$ cat config.mk
export PLATFORM = sky130hd
export DESIGN_NAME = serial_loader
export DESIGN_NICKNAME = d
export VERILOG_FILES = /design/src/rtl/serial_loader.sv
export SDC_FILE = /design/constraint.sdc
export NUM_CORES = 1
export LEC_CHECK = 0
export ABC_AREA = 1
export BUFFER_PORTS_ARGS = -buffer_cell sky130_fd_sc_hd__buf_2
export CAP_MARGIN = 10
export CORE_MARGIN = 2
export CORE_UTILIZATION = 62
export CTS_CLUSTER_DIAMETER = 30
export DETAILED_ROUTE_END_ITERATION = 10
export GPL_TIMING_DRIVEN = 0
export HOLD_SLACK_MARGIN = 0.02
export PLACE_DENSITY = 0.87
export SLEW_MARGIN = 0
export SYNTH_ARGS = -nofsm -noshare
export SYNTH_HDL_FRONTEND = slang
export SYNTH_SLANG_ARGS = --single-unit
$ cat constraint.sdc
create_clock -name clock -period 2.7 [get_ports clock]
set_input_delay 0.54 -clock clock [delete_from_list [all_inputs] [get_ports clock]]
set_output_delay 0.54 -clock clock [all_outputs]
set_load 0.02 [all_outputs]
$ cat src/rtl/serial_loader.sv
// serial_loader: UART-driven programmer that streams a cartridge image into
// PRG-ROM, CHR-ROM or CPU RAM and holds the CPU in reset while it does so.
//
// Internal handshakes:
//   rx_valid - one-cycle pulse from the receiver and rx_shift holds the byte
//              that cycle. There is no backpressure, so the consumer must take
//              the byte in that cycle.
//   tx_start - one-cycle request with tx_byte. The transmitter accepts it only
//              while tx_busy is low. The frame FSM raises it only when the
//              transmitter is idle and then parks in RESP until tx_busy falls.
module serial_loader #(
    parameter int CLK_DIV = 217,
    parameter int TIMEOUT = 2500000
) (
    input  logic        clock,
    input  logic        reset,
    input  logic        rx,
    output logic        tx,
    output logic        cpu_hold,
    output logic [15:0] mem_addr,
    output logic [7:0]  mem_data,
    output logic        mem_we_prg,
    output logic        mem_we_chr,
    output logic        mem_we_ram,
    output logic        busy,
    output logic [3:0]  frame_state
);
    localparam int CW = $clog2(CLK_DIV + 1);
    localparam int TW = $clog2(TIMEOUT + 1);
    localparam logic [CW-1:0] DIV_LAST  = CW'(CLK_DIV - 1);
    localparam logic [CW-1:0] HALF_LAST = CW'(CLK_DIV / 2 - 1);
    localparam logic [TW-1:0] TO_LAST   = TW'(TIMEOUT);

    typedef enum logic [1:0] {RX_IDLE, RX_START, RX_DATA, RX_STOP} rx_state_t;
    typedef enum logic [3:0] {
        S_IDLE, S_TARGET, S_ADDR_H, S_ADDR_L, S_LEN_H, S_LEN_L, S_DATA, S_CSUM, S_RESP
    } state_t;

    // receiver
    rx_state_t       rx_state;
    logic            rx_meta, rx_sync, rx_prev;
    logic [CW-1:0]   rx_cnt;
    logic [2:0]      bit_idx;
    logic [7:0]      rx_shift;
    logic            rx_valid, rx_err;

    // transmitter
    logic            tx_busy, tx_start;
    logic [7:0]      tx_byte;
    logic [8:0]      tx_shift;
    logic [3:0]      tx_bits;
    logic [CW-1:0]   tx_cnt;

    // frame FSM
    state_t          state;
    logic [1:0]      target;
    logic [15:0]     addr, count;
    logic [7:0]      csum;
    logic [TW-1:0]   to_cnt;

    assign busy        = (state != S_IDLE);
    assign frame_state = state;

    // RX: 2-FF synchronizer, start-bit glitch filter, LSB-first 8N1 sampling
    always_ff @(posedge clock) begin
        if (reset) begin
            rx_meta  <= 1'b1;
            rx_sync  <= 1'b1;
            rx_prev  <= 1'b1;
            rx_state <= RX_IDLE;
            rx_cnt   <= '0;
            bit_idx  <= '0;
            rx_shift <= '0;
            rx_valid <= 1'b0;
            rx_err   <= 1'b0;
        end else begin
            rx_meta  <= rx;
            rx_sync  <= rx_meta;
            rx_prev  <= rx_sync;
            rx_valid <= 1'b0;
            rx_err   <= 1'b0;
            case (rx_state)
                RX_IDLE: begin
                    if (rx_prev && !rx_sync) begin
                        rx_state <= RX_START;
                        rx_cnt   <= '0;
                    end
                end
                RX_START: begin
                    if (rx_cnt == HALF_LAST) begin
                        rx_cnt <= '0;
                        if (rx_sync) begin
                            rx_state <= RX_IDLE;
                        end else begin
                            rx_state <= RX_DATA;
                            bit_idx  <= '0;
                        end
                    end else begin
                        rx_cnt <= rx_cnt + CW'(1);
                    end
                end
                RX_DATA: begin
                    if (rx_cnt == DIV_LAST) begin
                        rx_cnt   <= '0;
                        rx_shift <= {rx_sync, rx_shift[7:1]};
                        bit_idx  <= bit_idx + 3'd1;
                        if (bit_idx == 3'd7) rx_state <= RX_STOP;
                    end else begin
                        rx_cnt <= rx_cnt + CW'(1);
                    end
                end
                RX_STOP: begin
                    if (rx_cnt == DIV_LAST) begin
                        rx_cnt   <= '0;
                        rx_state <= RX_IDLE;
                        if (rx_sync) rx_valid <= 1'b1;
                        else         rx_err   <= 1'b1;
                    end else begin
                        rx_cnt <= rx_cnt + CW'(1);
                    end
                end
                default: rx_state <= RX_IDLE;
            endcase
        end
    end

    // TX: 8N1 shifter; start bit is driven on accept, then data LSB first, then stop
    always_ff @(posedge clock) begin
        if (reset) begin
            tx       <= 1'b1;
            tx_busy  <= 1'b0;
            tx_shift <= '1;
            tx_bits  <= '0;
            tx_cnt   <= '0;
        end else if (!tx_busy) begin
            if (tx_start) begin
                tx_busy  <= 1'b1;
                tx       <= 1'b0;
                tx_shift <= {1'b1, tx_byte};
                tx_bits  <= '0;
                tx_cnt   <= '0;
            end
        end else if (tx_cnt == DIV_LAST) begin
            tx_cnt <= '0;
            if (tx_bits == 4'd9) begin
                tx_busy <= 1'b0;
            end else begin
                tx       <= tx_shift[0];
                tx_shift <= {1'b1, tx_shift[8:1]};
                tx_bits  <= tx_bits + 4'd1;
            end
        end else begin
            tx_cnt <= tx_cnt + CW'(1);
        end
    end

    // Frame FSM: command decode, header capture, memory writes, checksum, response
    always_ff @(posedge clock) begin
        if (reset) begin
            state      <= S_IDLE;
            cpu_hold   <= 1'b1;
            mem_addr   <= '0;
            mem_data   <= '0;
            mem_we_prg <= 1'b0;
            mem_we_chr <= 1'b0;
            mem_we_ram <= 1'b0;
            tx_start   <= 1'b0;
            tx_byte    <= '0;
            target     <= '0;
            addr       <= '0;
            count      <= '0;
            csum       <= '0;
            to_cnt     <= '0;
        end else begin
            mem_we_prg <= 1'b0;
            mem_we_chr <= 1'b0;
            mem_we_ram <= 1'b0;
            tx_start   <= 1'b0;

            // inter-byte watchdog, only meaningful while a frame is open
            if (rx_valid || state == S_IDLE || state == S_RESP) to_cnt <= '0;
            else if (to_cnt != TO_LAST)                           to_cnt <= to_cnt + TW'(1);

            if (state != S_IDLE && state != S_RESP && (to_cnt == TO_LAST || rx_err)) begin
                // abandoned or corrupted frame: drop silently, cpu_hold untouched
                state <= S_IDLE;
            end else begin
                case (state)
                    S_IDLE: if (rx_valid) begin
                        if (rx_shift == 8'hA5) begin
                            state <= S_TARGET;
                            csum  <= '0;
                        end else if (rx_shift == 8'h5A || rx_shift == 8'h3C) begin
                            cpu_hold <= (rx_shift == 8'h3C);
                            tx_byte  <= 8'h4B;
                            tx_start <= 1'b1;
                            state    <= S_RESP;
                        end
                    end
                    S_TARGET: if (rx_valid) begin
                        if (rx_shift <= 8'h02) begin
                            target <= rx_shift[1:0];
                            state  <= S_ADDR_H;
                        end else begin
                            tx_byte  <= 8'h45;
                            tx_start <= 1'b1;
                            state    <= S_RESP;
                        end
                    end
                    S_ADDR_H: if (rx_valid) begin
                        addr[15:8] <= rx_shift;
                        state      <= S_ADDR_L;
                    end
                    S_ADDR_L: if (rx_valid) begin
                        addr[7:0] <= rx_shift;
                        state     <= S_LEN_H;
                    end
                    S_LEN_H: if (rx_valid) begin
                        count[15:8] <= rx_shift;
                        state       <= S_LEN_L;
                    end
                    S_LEN_L: if (rx_valid) begin
                        count[7:0] <= rx_shift;
                        state      <= ({count[15:8], rx_shift} == 16'h0000) ? S_CSUM : S_DATA;
                    end
                    S_DATA: if (rx_valid) begin
                        mem_addr   <= addr;
                        mem_data   <= rx_shift;
                        mem_we_prg <= (target == 2'd0);
                        mem_we_chr <= (target == 2'd1);
                        mem_we_ram <= (target == 2'd2);
                        csum       <= csum + rx_shift;
                        addr       <= addr + 16'd1;
                        count      <= count - 16'd1;
                        if (count == 16'd1) state <= S_CSUM;
                    end
                    S_CSUM: if (rx_valid) begin
                        tx_byte  <= (rx_shift == csum) ? 8'h4B : 8'h45;
                        tx_start <= 1'b1;
                        state    <= S_RESP;
                    end
                    S_RESP: begin
                        // bytes arriving here are dropped; wait for the response to drain
                        if (!tx_busy && !tx_start) state <= S_IDLE;
                    end
                    default: state <= S_IDLE;
                endcase
            end
        end
    end
endmodule
==> results_dict.tcl <==
set metrics [dict create \
    status "complete, no violations" \
    grt_pass1_vias 7147 \
    multiInputGateArea_mm2 0.00416 \
    fin_nets 1293 \
    gr-total-overflow 0 \
    drc 0 \
    rsz0062_at_grt "no" \
    r2r_cells 8 \
    synth-seq-cells 148 \
    min_to "rx_meta$_SDFF_PP1_" \
    worstReg2RegStart "frame_state[3]$_SDFFE_PP0P_" \
    dominantRegCellSynth "dfxtp_1" \
    leakage_nw 4.45 \
    gp_congestion 0.947 \
    wl_per_cell_um 13.0 \
    io_buffers 36 \
    viasPerCell 5.28 \
    track_usage_pct 28.4 \
    register_area_mm2 0.00296 \
    root_buffer "clkbuf_16" \
    start_util_pct 63.4 \
    final-setup-viol-count 0 \
    synth-edff-count 0 \
    cp.required_ns 2.16 \
    period_share_pct 85.4 \
    drt_iter0_markers 646 \
    rr_endpoint "csum[1]$_SDFFE_PP0P_" \
    slew_viol_final 0 \
    ir_drop_v 0.000396 \
    yosysSeqAreaShare_pct 37.2 \
    fmax_mhz 434 \
    synth_nets 1238 \
    fp.dieArea_mm2 0.0138 \
    critPathLaunchType "flip-flop" \
    synth_cell_type_count 43 \
    clock_path_buffers 2 \
    grt_pass1_wl_mm 32.3 \
    hold_start "rx" \
    htreeDepth 4 \
    tns_ns 0 \
    fin_worst_skew_ns 0.00901 \
    synth_top_area_share_pct 37.2 \
    ios 37 \
    die_height_um 117 \
    yosysWarnings 0 \
    min_period_ns 2.31 \
    maxCapViolations 0 \
    hold_path.class "in2reg" \
    synth_top_family_by_area "simple AND/OR/NAND/NOR gates" \
    synthXorXnorAreaFrac_pct 2.42 \
    hold_buffers 0 \
    synthMuxAreaShare_pct 0 \
    path_max_fanout 6 \
    synthesis.instances 1214 \
    whs_path_depth 2 \
    antenna-diode-count 0 \
    yosys.area_share.simple_pct 35.3 \
    area_growth_pct 12.4 \
    dp_hpwl_mm 13.4 \
    grt_max_degree 17 \
    grt_antenna_before_repair 0 \
    worstMarginPinSlew_ns 0.657 \
    cts_setup_buffers 0 \
    cts_tree "built" \
    arrival_ns 1.77 \
    drive_above_1_share_pct 9.44 \
    cts_made_buffers 17 \
    regToRegSetupSlack_ns 0.81 \
    async_flop_share_pct 0 \
    synth.most_common_cell "nand2_1" \
    core_mm2 0.0126 \
    ys_top_cells_by_area "dfxtp_1 37%, nand2_1 15%, nor2_1 11%" \
    postLayoutCellArea_mm2 0.00896 \
    clk_latency_ns 0.44 \
    yosys.area.top_type "dfxtp_1" \
    clock_sinks 148 \
    cts.repair.resized 0 \
    synth_common_cells "308 x nand2_1, 225 x nor2_1, 151 x inv_1" \
    num_rows 41 \
    yosys.area_share.adder_pct 3.39 \
    cp-end-kind "output pin" \
    placed_area_mm2 0.00836 \
    die-width_um 117 \
    drt_pass1_iterations 5 \
    vias 7680 \
    ant_nets 0 \
    avgSynthCellArea_um2 6.56 \
    cts.clk_slew.worst_paths_ns 0.06 \
    synthesis.area_mm2 0.00797 \
    hold_viol_final 0 \
    wirelength_mm 19.0 \
    maxSlewHeadroom_pct 56.2 \
    nFillCells 1047 \
    synth-compound-area-share_pct 11.2 \
    crit_type "reg2out" \
    pwr_density_cell_mw_per_mm2 526 \
]
==> sequential cells by signal (all words and copies together), names as in the netlist, 4 cells and up, named ones only <==
name	flops
to_cnt	22
addr	16
count	16
mem_addr	16
csum	8
mem_data	8
rx_cnt	8
rx_shift	8
tx_cnt	8
tx_shift	8
frame_state	4
tx_bits	4
==> placed cells by master, fill, tap and decap left out, types with 11 or more instances in the layout <==
cell       instances
nand2_1          308
nor2_1           225
inv_1            151
dfxtp_1          148
o21ai_0           72
nand3_1           62
a21oi_1           56
buf_2             46
nor3_1            20
ha_1              20
clkbuf_16         17
xor2_1            16
nand4_1           15
o21ai_1           15
clkbuf_1          11
==> layer usage <==
layer | GRT usage [%] | up-vias | routed length (µm)
li1 | - | 3933 | -
met1 | 37.1 | 3440 | 8390
met2 | 45.6 | 257 | 8640
met3 | 5.40 | 50 | 1410
met4 | 12.8 | 0 | 521
met5 | 0 | - | 0
==> where the power goes <==
group,internal (mW),switching [mW]
clock network,1.44,0.948
logic,0.0311,0.0919
registers,2.19,0.0108
==> cell families after synthesis <==
logic type      count (synthesis)
simple gates                  663
buf+inv                       194
compound gates                166
flops                         148
xor+xnor                       22
fa+ha+maj                      21
==> area by class of cell <==
| cell class | count | share of cell area [%] |
|---|---|---|
| Inverter | 160 | 6.83 |
| Sequential cell | 148 | 33.1 |
| Buffer | 34 | 2.53 |
| Tap cell | 172 | 2.40 |
| Clock inverter | 10 | 1.36 |
| Timing Repair Buffer | 36 | 2.01 |
| Multi-Input combinational cell | 872 | 46.5 |
| Clock buffer | 22 | 5.29 |
==> worst max-delay path by stage <==
stage / slack (ns) / cells after the start / startpoint / endpoint
after detailed placement: 0.67 / 6 / reset / target[0]$_SDFFE_PP0P_
final: 0.39 / 5 / frame_state[3]$_SDFFE_PP0P_ / busy
after CTS: 0.40 / 5 / frame_state[3]$_SDFFE_PP0P_ / busy
after global placement: 0.70 / 6 / reset / target[0]$_SDFFE_PP0P_
after floorplan: 1.06 / 8 / frame_state[2]$_SDFFE_PP0P_ / csum[1]$_SDFFE_PP0P_
after global routing: 0.23 / 5 / frame_state[3]$_SDFFE_PP0P_ / busy
==> per-stage QoR <==
| step | total power [mW] | std cells | hold WS, ns | utilization [%] | setup slack [ns] |
|---|---|---|---|---|---|
| 2_1_floorplan | 2.33 | 1214 | 0.389 | - | 1.06 |
| 3_3_place_gp | 2.37 | 1422 | 0.393 | 66.5 | 0.703 |
| 3_5_place_dp | 2.37 | 1422 | 0.399 | 66.5 | 0.671 |
| 4_1_cts | 4.72 | 1454 | 0.284 | 71.3 | 0.405 |
| 5_1_grt | 4.84 | 1454 | 0.295 | 71.3 | 0.234 |
| 6_report | 4.71 | 1454 | 0.294 | 71.3 | 0.394 |
==> worst max-delay path, cell delays in order, from the launching register on <==
cell and delay [ns]:
dfxtp_1 0.41, nor2_1 0.26, inv_1 0.11, nor2_1 0.25, inv_1 0.13, buf_2 0.18
Power figures use the tool's default switching activity.
